==> src/rtl/aabb_slab_sequencer.sv <==
// aabb_slab_sequencer: serial Ray-AABB slab test driving one shared FP less-or-equal comparator
module aabb_slab_sequencer #(
    parameter int WIDTH   = 15,
    parameter int CMP_LAT = 3
) (
    input  logic           clk,
    input  logic           rst,
    input  logic           start_i,
    input  logic [WIDTH:0] tnear_x_i,
    input  logic [WIDTH:0] tnear_y_i,
    input  logic [WIDTH:0] tnear_z_i,
    input  logic [WIDTH:0] tfar_x_i,
    input  logic [WIDTH:0] tfar_y_i,
    input  logic [WIDTH:0] tfar_z_i,
    input  logic           cmp_le_i,
    output logic [WIDTH:0] cmp_a_o,
    output logic [WIDTH:0] cmp_b_o,
    output logic           busy_o,
    output logic           done_o,
    output logic           hit_o,
    output logic           err_o
);
    localparam logic [3:0] SAMPLE  = 4'(CMP_LAT - 1);
    localparam logic [3:0] ADVANCE = 4'(CMP_LAT);
    typedef enum logic [1:0] {IDLE, CHECK, WAIT, DONE} state_t;
    state_t state_q, state_d;
    logic [5:0][WIDTH:0] op_q, op_d;
    logic [WIDTH:0] a_q, a_d, b_q, b_d, tmin_q, tmin_d, tmax_q, tmax_d, sel_a, sel_b;
    logic [2:0] step_q, step_d, nstep;
    logic [3:0] cnt_q, cnt_d;
    logic ok1_q, ok1_d, ok2_q, ok2_d, busy_q, busy_d, done_q, done_d, hit_q, hit_d, err_q, err_d, exn;
    always_comb begin
        exn = op_q[0][WIDTH] | op_q[1][WIDTH] | op_q[2][WIDTH] | op_q[3][WIDTH] | op_q[4][WIDTH] | op_q[5][WIDTH];
        nstep = (state_q == CHECK) ? 3'd0 : step_q + 3'd1;
        sel_a = (nstep == 3'd0) ? op_q[0] : (nstep == 3'd1) ? tmin_q : (nstep == 3'd2) ? op_q[3] :
                (nstep == 3'd3) ? tmax_q : (nstep == 3'd4) ? tmin_q : '0;
        sel_b = (nstep == 3'd0) ? op_q[1] : (nstep == 3'd1) ? op_q[2] : (nstep == 3'd2) ? op_q[4] :
                (nstep == 3'd3) ? op_q[5] : tmax_q;
        state_d = state_q;
        op_d    = op_q;
        a_d     = a_q;
        b_d     = b_q;
        tmin_d  = tmin_q;
        tmax_d  = tmax_q;
        step_d  = step_q;
        cnt_d   = cnt_q;
        ok1_d   = ok1_q;
        ok2_d   = ok2_q;
        busy_d  = busy_q;
        done_d  = 1'b0;
        hit_d   = hit_q;
        err_d   = err_q;
        case (state_q)
            IDLE: if (start_i) begin
                op_d    = {tfar_z_i, tfar_y_i, tfar_x_i, tnear_z_i, tnear_y_i, tnear_x_i};
                busy_d  = 1'b1;
                hit_d   = 1'b0;
                err_d   = 1'b0;
                state_d = CHECK;
            end
            CHECK: if (exn) begin
                err_d   = 1'b1;
                busy_d  = 1'b0;
                done_d  = 1'b1;
                state_d = DONE;
            end else begin
                a_d     = sel_a;
                b_d     = sel_b;
                step_d  = 3'd0;
                cnt_d   = 4'd0;
                state_d = WAIT;
            end
            WAIT: if (cnt_q == ADVANCE) begin
                if (step_q == 3'd5) begin
                    busy_d  = 1'b0;
                    done_d  = 1'b1;
                    hit_d   = ok1_q & ok2_q;
                    state_d = DONE;
                end else begin
                    a_d    = sel_a;
                    b_d    = sel_b;
                    step_d = nstep;
                    cnt_d  = 4'd0;
                end
            end else begin
                cnt_d = cnt_q + 4'd1;
                // steps 0-1 keep the larger operand, steps 2-3 the smaller
                if (cnt_q == SAMPLE) begin
                    tmin_d = (step_q[2:1] == 2'b00) ? (cmp_le_i ? b_q : a_q) : tmin_q;
                    tmax_d = (step_q[2:1] == 2'b01) ? (cmp_le_i ? a_q : b_q) : tmax_q;
                    ok1_d  = (step_q == 3'd4) ? cmp_le_i : ok1_q;
                    ok2_d  = (step_q == 3'd5) ? cmp_le_i : ok2_q;
                end
            end
            DONE: state_d = IDLE;
        endcase
    end
    always_ff @(posedge clk or posedge rst) begin
        if (rst) begin
            state_q <= IDLE;
            op_q    <= '0;
            a_q     <= '0;
            b_q     <= '0;
            tmin_q  <= '0;
            tmax_q  <= '0;
            step_q  <= '0;
            cnt_q   <= '0;
            ok1_q   <= 1'b0;
            ok2_q   <= 1'b0;
            busy_q  <= 1'b0;
            done_q  <= 1'b0;
            hit_q   <= 1'b0;
            err_q   <= 1'b0;
        end else begin
            state_q <= state_d;
            op_q    <= op_d;
            a_q     <= a_d;
            b_q     <= b_d;
            tmin_q  <= tmin_d;
            tmax_q  <= tmax_d;
            step_q  <= step_d;
            cnt_q   <= cnt_d;
            ok1_q   <= ok1_d;
            ok2_q   <= ok2_d;
            busy_q  <= busy_d;
            done_q  <= done_d;
            hit_q   <= hit_d;
            err_q   <= err_d;
        end
    end
    assign cmp_a_o = a_q;
    assign cmp_b_o = b_q;
    assign busy_o  = busy_q;
    assign done_o  = done_q;
    assign hit_o   = hit_q;
    assign err_o   = err_q;
endmodule

==> config.mk <==
export PLATFORM = sky130hd
export DESIGN_NAME = aabb_slab_sequencer
export DESIGN_NICKNAME = d
export VERILOG_FILES = /design/src/rtl/aabb_slab_sequencer.sv
export SDC_FILE = /design/constraint.sdc
export NUM_CORES = 1
export LEC_CHECK = 0
export CAP_MARGIN = 10
export CORE_UTILIZATION = 54
export DETAILED_ROUTE_END_ITERATION = 8
export PLACE_DENSITY = 0.8
export SLEW_MARGIN = 20
export SYNTH_ARGS = -nofsm -noshare
export SYNTH_HDL_FRONTEND = slang
export SYNTH_SLANG_ARGS = --single-unit
==> constraint.sdc <==
create_clock -name clk -period 8.3 [get_ports clk]
set_clock_uncertainty 0.2 [all_clocks]
set_input_delay 2.49 -clock clk [delete_from_list [all_inputs] [get_ports clk]]
set_output_delay 2.49 -clock clk [all_outputs]
set_load 0.01 [all_outputs]
==> flow_summary.yaml <==
timing:
  timing.final.crit_period_ps: 4180
  period_share: 0.504
  max_clock_freq_ghz: 0.239
  rsz0062_at_grt: "false"
  slew_viol_final: 0
  timing_hold_violations_final: 0
  setup-tns-final_ps: 0
  worstMarginPinSlew_ps: 1010
  setup_violations: 0
  worst_slew_margin_rel: 0.328
  final.setup.worst_slack_ps: 4120
pwr:
  p_sw_frac: 0.350
  power.density_nw_per_um2: 340
  worst_ir_drop_vdd_uv: 199
  power_frac_clock: 0.209
  power.leakage_nw: 4.24
  power.switching_mw: 1.25
  power.internal_mw: 2.32
  power_frac_seq: 0.415
  power_frac_comb: 0.376
worst_hold_path:
  min_to: "tmin_q[15]"
  worst_hold_path_type: "flip-flop to flip-flop"
  min-delay-start: "tmin_q[15]"
  whs_path_depth: 2
synthesis:
  synthesized_netlist_net_count: 859
  synth_edf_count: 0
  synth_cells: 750
  synth_warnings: 0
  ys_seq_area_frac: 0.516
  asr_flop_ratio_synth: 1.00
  synthMostInstantiatedCell: "sky130_fd_sc_hd__dfrtp_1"
  synth_area_leader_cell: "sky130_fd_sc_hd__dfrtp_1"
  synth_top_cells_by_area: "sky130_fd_sc_hd__dfrtp_1 52%, sky130_fd_sc_hd__mux2_2 13%, sky130_fd_sc_hd__mux2i_1 6.0%"
  ys.flop_type: "sky130_fd_sc_hd__dfrtp_1"
  ys_types: 54
  syn-cell-area_um2: 8490
  synth.avg_cell_area_um2: 11.3
  postSynthRegisterBits: 175
  netlist_top_cells_count: "175 x sky130_fd_sc_hd__dfrtp_1, 99 x sky130_fd_sc_hd__mux2_2, 51 x sky130_fd_sc_hd__mux2i_1, 51 x sky130_fd_sc_hd__nor2_1, 50 x sky130_fd_sc_hd__nor3_1"
  area_fraction_of_the_dominant_cell_type_after_synthesis: 0.516
clocking:
  clk_latency_ps: 430
  cts_root_buf: "sky130_fd_sc_hd__clkbuf_16"
  cts.hold.buffers_added: 0
  clock_buffers_created_by_tritoncts: 17
  post-cts-setup-buffer-count: 0
  cts-htree-levels: 4
  tritoncts: "built"
  cts.path.max_buffers: 2
  postCtsResizedCells: 0
  cts_num_sinks: 175
  clkSlewWorstSetupHoldPaths_ps: 60
floorplanning:
  floorplan.core_area_um2: 15300
  chipWidth_um: 127
  fp-row-count: 45
  num_io_pins: 136
  die_height_um: 127
  initial_standard_cell_utilization_of_the_core: 0.557
  die_area_um2: 16200
final_layout:
  area.sequential_um2: 4380
  area_growth_syn_to_layout_pct: 23.4
  nets_finish: 959
  multiInputGateArea_um2: 3820
  post_route_cells_drive_above_1_share: 0.190
  fill_cells: 1157
  diodes: 0
worst_setup_path:
  critical_path.max_fanout: 4
  timing.critical_path.max_delay_family: "buffers and inverters"
  worstPathArrival_ps: 1490
  critical_path_buf_inv_count: 1
  timing.rr.end: "cmp_b_o[0]"
  r2r-start: "step_q[0]"
  worstRegToRegCells: 6
  critPathRequiredTime_ps: 5610
  timing.critical_path.from_type: "flip-flop"
  timing.reg2reg.setup_slack_ps: 4620
  critPathSlowestCell: "sky130_fd_sc_hd__clkdlybuf4s50_1"
  critical_path.max_stage_delay_ps: 590
  critPathCaptureType: "output pin"
  timing.setup.critical_path_class: "flip-flop to output pin"
  crit_chain: "clkdlybuf4s50_1"
grt:
  globalRouteOverflowTotal: 0
  largest_net_degree_at_the_start_of_global_routing: 125
  global_route_total_usage_across_every_layer: 0.276
  global_route_wire_length_before_repair_mm: 34.5
  grt_pass1_vias: 6424
  antenna_found_initial: 0
outcome:
  status: "finished clean"
run:
  cap_viol_max_count: 0
drt:
  drt_iter0_drc: 654
  drt-wirelength-per-cell_um: 19.9
  ant_nets: 0
  wirelength_mm: 21.4
  post_route_drc: 0
  wl_met2_mm: 9.71
  met3RoutedLength_mm: 1.57
  route.layer.met1.wl_mm: 9.75
  via_per_inst: 6.13
  highest-signal-layer: "met4"
  first_pass_drt_iterations: 5
  vias: 6579
placed_design:
  dp_worst_setup_slack_ps: 3550
  post-dp-hpwl_mm: 13.9
  buffer_ports.inserted: 135
  finalWeightedCongestion: 0.888
-- state kept, by name (all words and copies together), names as in the netlist, 2 cells and up --
register  flops
cnt_q         4
cmp_b_o      16
state_q       2
tmin_q       16
op_q         96
tmax_q       16
cmp_a_o      16
step_q        3
-- kinds of logic after synthesis --
family	after synthesis	synth area share
adders and majority gates	25	0.0321
and+or+nand+nor	171	0.0980
muxes	151	0.193
xor gates and xnor gates	2	0.00427
AOI/OAI and AO/OA	151	0.120
buffers and inverters	75	0.0374
DFF	175	0.516
-- power groups by stage --
stage	Combinational [mW]	Clock (mW)	Sequential, mW
final	1.34	0.746	1.48
after CTS	1.33	0.755	1.47
after floorplan	0.915	0	1.42
after detailed placement	1.33	0	1.48
after global routing	1.46	0.793	1.52
after global placement	1.27	0	1.46
-- metrics by stage --
step / power, mW / hold WS (ps) / util / instances / area (µm²)
CTS: 3.56 / 286 / 0.686 / 1073 / 10500
finish: 3.57 / 285 / 0.687 / 1073 / 10500
detailed placement: 2.81 / 273 / 0.651 / 1042 / 9930
global route: 3.78 / 306 / 0.687 / 1073 / 10500
floorplan: 2.34 / 252 / - / 750 / 8490
global placement: 2.73 / 263 / 0.651 / 1042 / 9930
-- worst max-delay path by stage --
stage | slack [ps] | to | cells after the start | start
2_1_floorplan | 860 | busy_o | 1 | rst
3_3_place_gp | 3600 | op_q[0] | 3 | rst
3_5_place_dp | 3550 | op_q[0] | 3 | rst
4_1_cts | 3990 | op_q[48] | 3 | rst
5_1_grt | 3970 | op_q[48] | 3 | rst
6_report | 4120 | cmp_b_o[8] | 1 | cmp_b_o[8]
-- routing by layer --
metal | GRT usage | vias to the layer above
met5 | 0 | -
met4 | 0.0882 | 0
met3 | 0.0561 | 26
met2 | 0.409 | 285
met1 | 0.407 | 3299
li1 | - | 2969
-- area by class of cell --
| cell class | count | area share |
|---|---|---|
| multi-input combinational | 500 | 0.365 |
| tap | 211 | 0.0252 |
| inverter | 11 | 0.00466 |
| sequential | 175 | 0.418 |
| clock buffer | 22 | 0.0433 |
| timing repair buffer | 145 | 0.136 |
| clock inverter | 9 | 0.00836 |
-- layout by cell type, fill, tap and decap left out, drive strengths merged, types with 3 or more instances in the layout --
cell           instances
a31o                  14
nor3                  51
clkdlybuf4s50        134
ha                     9
mux2                 100
o31ai                 17
clkinv                 7
inv                   11
a2111oi               16
maj3                  16
buf                   11
nand4                  3
dfrtp                175
nor4                  18
a221oi                15
clkbuf                22
a21oi                 35
nand2                 26
nor2                  51
nand3                  6
o21ai                 40
mux2i                 51
Note: power is estimated with default switching activity, not from simulation.
